$ cat src/rtl/mux_port_arbiter.sv
// Round-robin arbiter granting one shared datapath resource to one of NREQ requesters.
// Optional hold watchdog enabled by defining ARB_WATCHDOG_EN.
module mux_port_arbiter #(
   parameter int unsigned NREQ     = 4,
   parameter int unsigned SEL_W    = 2,
   parameter int unsigned MAX_HOLD = 255
) (
   input  logic             clk,
   input  logic             rst_n,
   input  logic [NREQ-1:0]  req_i,
   input  logic             done_i,
   output logic [NREQ-1:0]  gnt_o,
   output logic [SEL_W-1:0] sel_o,
   output logic             busy_o,
   output logic             timeout_o
);

   typedef enum logic {
      ST_IDLE = 1'b0,
      ST_BUSY = 1'b1
   } state_e;

   if (NREQ < 2 || NREQ > 8) begin : g_chk_nreq
      $error("mux_port_arbiter: NREQ must be in 2..8");
   end
   if (SEL_W != $clog2(NREQ)) begin : g_chk_selw
      $error("mux_port_arbiter: SEL_W must equal $clog2(NREQ)");
   end
   if (MAX_HOLD < 1 || MAX_HOLD > 65535) begin : g_chk_hold
      $error("mux_port_arbiter: MAX_HOLD must be in 1..65535");
   end

   state_e           state_q;
   logic [NREQ-1:0]  gnt_q;
   logic [SEL_W-1:0] sel_q;
   logic [SEL_W-1:0] ptr_q;
   logic             busy_q;

   logic [SEL_W-1:0] cand_c;
   logic [SEL_W-1:0] win_idx_c;
   logic             win_vld_c;
   logic             expire_c;
   logic [SEL_W-1:0] ptr_d;

   // Rotating-priority search: first asserted request at or after ptr, modulo NREQ.
   always_comb begin
      cand_c    = '0;
      win_idx_c = '0;
      win_vld_c = 1'b0;
      for (int unsigned i = 0; i < NREQ; i++) begin
         cand_c = SEL_W'((32'(ptr_q) + i) % NREQ);
         if (!win_vld_c && req_i[cand_c]) begin
            win_vld_c = 1'b1;
            win_idx_c = cand_c;
         end
      end
   end

   assign ptr_d = (sel_q == SEL_W'(NREQ - 1)) ? '0 : sel_q + SEL_W'(1);

`ifdef ARB_WATCHDOG_EN
   localparam int unsigned CNT_W = (MAX_HOLD > 255) ? 16 : 8;

   logic [CNT_W-1:0] wdog_q;
   logic [CNT_W-1:0] wdog_d;
   logic             timeout_q;

   // wdog_d is the number of BUSY cycles completed at this edge.
   assign wdog_d   = wdog_q + CNT_W'(1);
   assign expire_c = (state_q == ST_BUSY) && !done_i && (wdog_d == CNT_W'(MAX_HOLD));

   always_ff @(posedge clk or negedge rst_n) begin
      if (!rst_n) begin
         wdog_q    <= '0;
         timeout_q <= 1'b0;
      end else begin
         wdog_q    <= (state_q == ST_BUSY) ? wdog_d : '0;
         timeout_q <= expire_c;
      end
   end

   assign timeout_o = timeout_q;
`else
   assign expire_c  = 1'b0;
   assign timeout_o = 1'b0;
`endif

   // Grant FSM: latch the winner from IDLE, hold it in BUSY until done or watchdog release.
   always_ff @(posedge clk or negedge rst_n) begin
      if (!rst_n) begin
         state_q <= ST_IDLE;
         gnt_q   <= '0;
         sel_q   <= '0;
         ptr_q   <= '0;
         busy_q  <= 1'b0;
      end else begin
         case (state_q)
            ST_IDLE: begin
               if (win_vld_c) begin
                  state_q <= ST_BUSY;
                  gnt_q   <= NREQ'(1) << win_idx_c;
                  sel_q   <= win_idx_c;
                  busy_q  <= 1'b1;
               end
            end
            ST_BUSY: begin
               if (done_i || expire_c) begin
                  state_q <= ST_IDLE;
                  gnt_q   <= '0;
                  busy_q  <= 1'b0;
                  ptr_q   <= ptr_d;
               end
            end
            default: begin
               state_q <= ST_IDLE;
               gnt_q   <= '0;
               busy_q  <= 1'b0;
            end
         endcase
      end
   end

   assign gnt_o  = gnt_q;
   assign sel_o  = sel_q;
   assign busy_o = busy_q;

endmodule
$ cat config.mk
export PLATFORM = sky130hd
export DESIGN_NAME = mux_port_arbiter
export DESIGN_NICKNAME = d
export VERILOG_FILES = /design/src/rtl/mux_port_arbiter.sv
export SDC_FILE = /design/constraint.sdc
export NUM_CORES = 1
export LEC_CHECK = 0
export CORE_MARGIN = 3
export CORE_UTILIZATION = 24
export CTS_CLUSTER_DIAMETER = 100
export DETAILED_ROUTE_END_ITERATION = 6
export GPL_TIMING_DRIVEN = 0
export SETUP_SLACK_MARGIN = 0.05
export SLEW_MARGIN = 20
export SYNTH_ARGS = -nofsm -noshare
export SYNTH_HDL_FRONTEND = slang
export SYNTH_SLANG_ARGS = --single-unit
export TNS_END_PERCENT = 1
$ cat constraint.sdc
create_clock -name clk -period 1.69 [get_ports clk]
set_clock_uncertainty 0.2 [all_clocks]
set_input_delay 0.2535 -clock clk [delete_from_list [all_inputs] [get_ports clk]]
set_output_delay 0.2535 -clock clk [all_outputs]
set_load 0.02 [all_outputs]
==> results of run 1 <==
cell families (layout without fill, tap and decap cells):
group	count (synthesis)	in the layout	synth area share
AO/OA/AOI/OAI	20	20	0.2358
AND/OR/NAND/NOR	18	18	0.2253
flip-flops	10	10	0.4211
buffers and inverters	5	22	0.07156
adder cells (fa/ha/maj)	1	1	0.02105
other	1	1	0.006310
multiplexers	1	1	0.01895
power by group:
part	internal (uW)	switching (uW)	total [uW]	leakage [uW]
clock network	131	82.3	213	0.0000210
logic	157	183	340	0.000215
registers	303	60.9	364	0.000125
how the worst max path moves through the flow:
| stage | end | startpoint | depth (start not counted) |
|---|---|---|---|
| after floorplan | gnt_o[2]$_DFFE_PN0P_ | req_i[0] | 5 |
| after CTS | gnt_o[2]$_DFFE_PN0P_ | ptr_q[0]$_DFFE_PN0P_ | 4 |
| final | gnt_o[2]$_DFFE_PN0P_ | req_i[0] | 6 |
| after detailed placement | gnt_o[2]$_DFFE_PN0P_ | req_i[0] | 6 |
| after global routing | gnt_o[1]$_DFFE_PN0P_ | ptr_q[0]$_DFFE_PN0P_ | 4 |
| after global placement | gnt_o[3]$_DFFE_PN0P_ | req_i[0] | 6 |
synthesized netlist by cell type:
cell / n / area (sq um)
nor2b_1: 2 / 12.51
nor2_1: 2 / 7.510
a211o_1: 1 / 8.760
nor3b_2: 4 / 50.05
and2b_1: 1 / 7.510
buf_6: 1 / 11.26
or4_1: 1 / 7.510
o21ai_2: 2 / 17.52
inv_1: 1 / 3.750
nand2b_1: 2 / 12.51
o31ai_1: 5 / 37.54
a211oi_1: 1 / 7.510
dfrtp_1: 10 / 250.2
nand2b_4: 1 / 13.76
o21a_1: 1 / 7.510
buf_2: 1 / 5.000
ha_1: 1 / 12.51
buf_8: 1 / 15.01
nand2_1: 4 / 15.01
or2b_1: 1 / 7.510
a21o_1: 1 / 7.510
o32a_1: 1 / 10.01
mux2_2: 1 / 11.26
buf_4: 1 / 7.510
o32ai_1: 1 / 8.760
conb_1: 1 / 3.750
a21oi_1: 7 / 35.03
per-stage QoR:
| step | cell area, sq um | utilization |
|---|---|---|
| after global routing | 797.0 | 0.3502 |
| after CTS | 789.5 | 0.3469 |
| after floorplan | 594.3 | - |
| final | 797.0 | 0.3502 |
| after detailed placement | 759.5 | 0.3337 |
| after global placement | 759.5 | 0.3337 |
layout make-up:
class / instances / share of cell area
Buffer: 4 / 0.05338
Clock buffer: 4 / 0.04553
Sequential cell: 10 / 0.3140
Tap cell: 28 / 0.04396
Multi-Input combinational cell: 41 / 0.3925
Timing Repair Buffer: 13 / 0.1460
Inverter: 1 / 0.004710
worst register-to-register path: cells and delay by family (launching register included):
family / cells / cell delay, ns
AOI/OAI and AO/OA: 2 / 0.44
and+or+nand+nor: 2 / 0.39
DFF: 1 / 0.40
registers in the layout, indices dropped and copies added, names as in the netlist:
| register | flops |
|---|---|
| busy_o | 1 |
| gnt_o | 4 |
| ptr_q | 2 |
| sel_o | 2 |
| state_q | 1 |
metal layers:
layer,GRT usage,vias up,wire [um]
li1,-,237,-
met4,0.03125,0,0
met2,0.1301,12,582
met1,0.09773,233,501
met3,0.05336,0,96
met5,0,-,0
repair_timing:
item                       CTS  global route
resized for setup           13             1
hold buffers                 0             0
hold endpoints to repair     0             0
setup endpoints to repair   13             2
setup buffers                0             0
==> impl_metrics.tcl, run 1 <==
set metrics [dict create \
    numCtsBuffers 3 \
    die_area_sq_mm 0.003109 \
    rsz0062_at_grt "false" \
    final_cell_mix "dlygate4sd2_1, dfrtp_1, a21oi_1" \
    multi_input_area_sq_um 312.8 \
    cp_max_fo 7 \
    ios 15 \
    reg2reg_depth 4 \
    dp_slack_ns -0.3628 \
    synth_fp_nets 64 \
    cts_buffer_depth 2 \
    maxCapViolations 0 \
    antenna_found_initial 0 \
    arrival_ns 1.55 \
    status "completed" \
    io_buffer_count 13 \
    root_buffer "clkbuf_4" \
    wirelength_mm 1.181 \
    clock-sinks 10 \
    ir_drop_v 0.0006110 \
    dp_cells 97 \
    grt_pass1_wl_mm 2.083 \
    period_needed_ns 1.580 \
    die_x_um 55.76 \
    initial_core_util 0.2611 \
    nFillCells 240 \
    grt.overflow.total 0 \
    path_cells "dlygate4sd2_1 -> or4_4 -> buf_8 -> nor3b_2 -> a21oi_1 -> o31ai_1" \
    gp_congestion 0.6916 \
    powerDensity_mw_per_mm2 1151 \
    drt_pass1_iterations 4 \
    drv_slew 0 \
    cpPeakStageDelay_ns 0.55 \
    wl_per_cell_um 11.69 \
    finalNonFillerCells 101 \
    cp.required_ns 1.66 \
    insertion_delay_ns 0.27 \
    fin_nets 82 \
    antenna_left 0 \
    coreArea_sq_mm 0.002276 \
    rows 17 \
    finalWorstSetupSlack_ns 0.1103 \
    critical-path-top-delay-family "simple AND/OR/NAND/NOR gates" \
    dieHeight_um 55.76 \
    drive_above_1_share 0.2466 \
    yosysSeqAreaShare 0.4211 \
    vias 482 \
    start_kind "input port" \
    clk_pin_slew_ns 0.07 \
    dp_hpwl_um 922.6 \
    cp.buffers_inverters 2 \
    cp-end-kind "register" \
    n_antenna_cell 0 \
    syn_to_final_growth_pct 34.11 \
    setup_viol 0 \
    finalSetupTns_ns 0 \
    leakage_uw 0.0003617 \
    ys_types 27 \
    via_per_inst 4.772 \
    r2r_end "gnt_o[0]$_DFFE_PN0P_" \
    syn_area_sq_um 594.3 \
    grt_pass1_vias 496 \
    path_class "in2reg" \
    timing.hold.ws_ns 0.09871 \
    tritoncts "built" \
    final_hold_viol_count 0 \
    drc 0 \
    min_path_type "in2async" \
    r2r-start "ptr_q[0]$_DFFE_PN0P_" \
    finalCritPeriodShare 0.9347 \
    r2r_slack_ns 0.17 \
    seq_area_sq_um 250.2 \
    cp_slowest_cell "or4_4" \
    grt_max_degree 11 \
    first_iter_violations 6 \
    synthCells 56 \
    total_power_uw 917.0 \
    fmax_mhz 633.0 \
    htree_levels 1 \
    yosys_register_bits 10 \
    syn_area_per_cell_sq_um 10.61 \
    yosys_warnings 0 \
    grt_usage 0.08587 \
    final_common_cell "dlygate4sd2_1" \
]
No activity file was read; power rests on OpenSTA's default activity.
==> run 2: changes to the inputs <==
- CORE_UTILIZATION: 24 -> 40
- PLACE_DENSITY: default -> 0.67
==> impl_metrics.tcl, run 2 (same netlist as run 1, synthesis figures left out) <==
set metrics [dict create \
    wl_per_cell_um 13.05 \
    tightestPinTransition_ns 0.5273 \
    reg2reg_depth 3 \
    drv_slew 0 \
    power.switching_uw 320.3 \
    wirelength_mm 1.148 \
    grt_pass1_wl_mm 2.063 \
    dp_slack_ns -0.3438 \
    drive_above_1_share 0.2329 \
    drc 0 \
    vias 481 \
    io_buffer_count 13 \
    dp_hpwl_um 885 \
    leakage_uw 0.0003595 \
    largest_reg_flops 4 \
    maxCapViolations 0 \
    root_buffer "clkbuf_4" \
    fin_nets 82 \
    grt_util_met2 0.2264 \
    die_x_um 44.55 \
    period_needed_ns 1.536 \
    syn_to_final_growth_pct 30.11 \
    p_comb_frac 0.361 \
    ios 15 \
    clk_pin_slew_ns 0.07 \
    setup_viol 0 \
    cts_buffer_depth 2 \
    dieHeight_um 44.55 \
    final_hold_viol_count 0 \
    ir_drop_v 0.0006002 \
    gp_congestion 0.7104 \
    die_area_sq_mm 0.001984 \
    n_antenna_cell 0 \
    rows 13 \
    use_met1 0.1700 \
    path_class "in2reg" \
    htree_levels 1 \
    grt_usage 0.1455 \
    finalCritPeriodShare 0.9091 \
    cp_max_fo 8 \
    nFillCells 131 \
    multi_input_area_sq_um 305.3 \
    drt_pass1_iterations 3 \
    pwr-share-seq 0.400 \
    powerDensity_mw_per_mm2 1171 \
    cp-end-kind "register" \
    initial_core_util 0.4402 \
    start_kind "input port" \
    via_per_inst 5.466 \
    grt_pass1_vias 465 \
    power.internal_uw 585.5 \
    final_cell_mix "dlygate4sd2_1, dfrtp_1, a21oi_1" \
    cp.required_ns 1.63 \
    rsz0062_at_grt "false" \
    final_common_cell "dlygate4sd2_1" \
    timing.hold.ws_ns 0.09726 \
    antenna_left 0 \
    finalWorstSetupSlack_ns 0.1536 \
    antenna_found_initial 0 \
    finalSetupTns_ns 0 \
    fmax_mhz 650.9 \
    grt.overflow.total 0 \
    status "completed" \
    grtUsageMet3 0.07317 \
    coreArea_sq_mm 0.001350 \
    seq_area_sq_um 250.2 \
    grt_max_degree 11 \
    insertion_delay_ns 0.27 \
    first_iter_violations 4 \
    grt.busiest_layer "met2" \
    arrival_ns 1.47 \
    numCtsBuffers 3 \
    max-slew-margin-rel 0.6474 \
    netSwitchingFraction 0.3536 \
    ctsHoldBuffers 0 \
    tritoncts "built" \
    min_path_type "in2async" \
    clock-sinks 10 \
    pwr-share-clk 0.240 \
]
run 2: power by group through the flow:
| stage | sequential [uW] | clock [uW] | combinational [uW] |
|---|---|---|---|
| floorplan | 409 | 0 | 177 |
| global placement | 365 | 0 | 359 |
| detailed placement | 368 | 0 | 362 |
| CTS | 362 | 223 | 332 |
| global route | 374 | 240 | 356 |
| finish | 362 | 217 | 327 |
run 2: metal layers:
metal | share of wire | vias up
met4 | 0.0087 | 0
met5 | 0 | -
met2 | 0.50 | 10
met1 | 0.44 | 232
li1 | - | 237
met3 | 0.058 | 2
run 2: critical path: stages:
cell and delay (ns):
dlygate4sd2_1 0.27, or4_4 0.55, buf_8 0.16, nand2b_4 0.07, buf_8 0.12, o31ai_1 0.06
run 2: path summary, 6_finish.rpt:
check,startpoint,endpoint,slack (ns)
worst max register to register,ptr_q[1]$_DFFE_PN0P_,gnt_o[3]$_DFFE_PN0P_,0.18
worst min-delay path,rst_n,busy_o$_DFFE_PN0P_,0.1
worst min register to register,ptr_q[0]$_DFFE_PN0P_,ptr_q[0]$_DFFE_PN0P_,0.30
worst max-delay path,req_i[0],gnt_o[3]$_DFFE_PN0P_,0.15
min in group clk,ptr_q[0]$_DFFE_PN0P_,ptr_q[0]$_DFFE_PN0P_,0.30
max in group asynchronous,rst_n,state_q$_DFF_PN0_,0.88
run 2: area by class of cell:
cell class                 instances  share of cell area
tap                               15             0.02427
sequential                        10              0.3236
timing repair buffer              13              0.1505
multi-input combinational         41              0.3948
clock buffer                       4             0.04693
inverter                           1            0.004854
buffer                             4             0.05502
run 2: timing repair:
action | CTS | global route
endpoints found under the setup margin | 13 | 0
gates resized for setup | 13 | 0
buffers inserted | 0 | 0
hold endpoints to repair | 0 | 0
run 2: metrics by stage:
stage / utilization / total power (uW) / area [sq um] / instances
3_5_place_dp: 0.5505 / 729.8 / 743.2 / 84
2_1_floorplan: - / 585.8 / 594.3 / 56
5_1_grt: 0.5728 / 970.0 / 773.2 / 88
6_report: 0.5728 / 905.7 / 773.2 / 88
3_3_place_gp: 0.5505 / 723.8 / 743.2 / 84
4_1_cts: 0.5728 / 916.3 / 773.2 / 88
==> run 3: changes to the inputs <==
- CTS_BUF_LIST: default -> sky130_fd_sc_hd__clkbuf_16
==> impl_metrics.tcl, run 3 (same netlist as run 1, synthesis figures left out) <==
set metrics [dict create \
    drv_slew 0 \
    max-slew-margin-rel 0.6357 \
    grt_pass1_vias 482 \
    tightestPinTransition_ns 0.5447 \
    grt_max_degree 11 \
    drt_pass1_iterations 2 \
    grt.overflow.total 0 \
    clock-sinks 10 \
    ir_drop_v 0.001148 \
    numCtsBuffers 3 \
    vias 487 \
    htree_levels 1 \
    grt_usage 0.1530 \
    final_common_cell "dfrtp_1" \
    antenna_found_initial 0 \
    path_cells "dlygate4sd2_1 -> or4_4 -> buf_8 -> nand2b_4 -> buf_8 -> o31ai_1" \
    insertion_delay_ns 0.24 \
    rsz0062_at_grt "false" \
    die_x_um 44.55 \
    tritoncts "built" \
    cp.required_ns 1.59 \
    largest_reg_flops 4 \
    syn_to_final_growth_pct 38.74 \
    design_area_sq_um 824.5 \
    antenna_left 0 \
    cp-end-kind "register" \
    root_buffer "clkbuf_16" \
    finalWorstSetupSlack_ns 0.1391 \
    fin_nets 82 \
    wirelength_mm 1.228 \
    rows 13 \
    clk_pin_slew_ns 0.04 \
    finalCritPeriodShare 0.9177 \
    drc 0 \
    powerDensity_mw_per_mm2 1349 \
    period_needed_ns 1.551 \
    die_area_sq_mm 0.001984 \
    drive_above_1_share 0.2192 \
    grt_pass1_wl_mm 2.132 \
    cpMostUsedCell "buf_8" \
    wl_per_cell_um 13.95 \
    finalSetupTns_ns 0 \
    leakage_uw 0.0003919 \
    dp_cells 84 \
    final_hold_viol_count 0 \
    setup_viol 0 \
    gp_congestion 0.7104 \
    n_antenna_cell 0 \
    start_kind "input port" \
    ios 15 \
    maxCapViolations 0 \
    cp_slowest_cell "or4_4" \
    min_path_type "in2async" \
    dieHeight_um 44.55 \
    dp_hpwl_um 885 \
    coreArea_sq_mm 0.001350 \
    io_buffer_count 13 \
    via_per_inst 5.534 \
    dp_slack_ns -0.3438 \
    first_iter_violations 5 \
    cpPeakStageDelay_ns 0.51 \
    arrival_ns 1.45 \
    fmax_mhz 644.8 \
    finalNonFillerCells 88 \
    dpl_cell_area_sq_um 743.2 \
    cts_buffer_depth 2 \
    cp_max_fo 8 \
    status "completed" \
    path_class "in2reg" \
    final_cell_mix "dfrtp_1, dlygate4sd2_1, a21oi_1" \
    initial_core_util 0.4402 \
]
-- run 3: changes by cell type in the layout (fill, tap and decap cells not counted) --
cell             delta
clkdlybuf4s15_1     +1
dlygate4sd2_1       -3
dlymetal6s2s_1      +2
clkbuf_4            -3
clkbuf_16           +3
clkbuf_8            -1
clkinv_1            +1
-- run 3: worst max-delay path: cells and delay by family --
family	cells	cell delay, ns
compound gates	1	0.06
buf+inv	3	0.56
simple gates	2	0.58
-- run 3: cell type report --
class | instances | area [sq um]
fillers | 131 | 525.5
plain buffers | 4 | 42.54
well taps | 15 | 18.77
inverters | 1 | 3.754
clock buffers | 3 | 75.07
repair buffers | 13 | 125.1
multi-input cells | 41 | 305.3
clock inverters | 1 | 3.754
flip-flops and latches | 10 | 250.2
-- run 3: metal layers --
layer / global-route usage / share of wire
met1: 0.1675 / 0.43
met3: 0.07317 / 0.057
met4: 0.09036 / 0.042
met2: 0.2378 / 0.47
met5: 0 / 0
-- run 3: repair_timing --
action                                  CTS  global route
endpoints found under the setup margin   15             8
hold buffers                              0             0
pin swaps                                 0             1
gates resized for setup                  10             4
buffers inserted                          0             0
-- run 3: metrics by stage --
| step | total power [uW] | utilization | hold slack (ns) |
|---|---|---|---|
| 2_1_floorplan | 585.8 | - | -0.2421 |
| 3_3_place_gp | 723.8 | 0.5505 | 0.2914 |
| 3_5_place_dp | 729.8 | 0.5505 | 0.2926 |
| 4_1_cts | 1127 | 0.6033 | 0.1574 |
| 5_1_grt | 1179 | 0.6108 | 0.1761 |
| 6_report | 1112 | 0.6108 | 0.1335 |
-- run 3: path summary, 6_finish.rpt --
path	to	slack [ns]	cells after the start	startpoint
setup / recovery	gnt_o[3]$_DFFE_PN0P_	0.14	6	req_i[0]
setup reg to reg	gnt_o[3]$_DFFE_PN0P_	0.18	4	ptr_q[0]$_DFFE_PN0P_
max in group asynchronous	gnt_o[3]$_DFFE_PN0P_	0.84	1	rst_n
hold reg to reg	ptr_q[0]$_DFFE_PN0P_	0.29	2	ptr_q[0]$_DFFE_PN0P_
hold / removal	busy_o$_DFFE_PN0P_	0.13	1	rst_n
min in group clk	ptr_q[0]$_DFFE_PN0P_	0.29	2	ptr_q[0]$_DFFE_PN0P_
-- run 3: power breakdown --
| group | total, uW | internal, uW | switching [uW] | leakage [uW] |
|---|---|---|---|---|
| logic | 328 | 153 | 176 | 0.000228 |
| registers | 362 | 305 | 57.3 | 0.000125 |
| clock network | 422 | 310 | 112 | 0.0000385 |
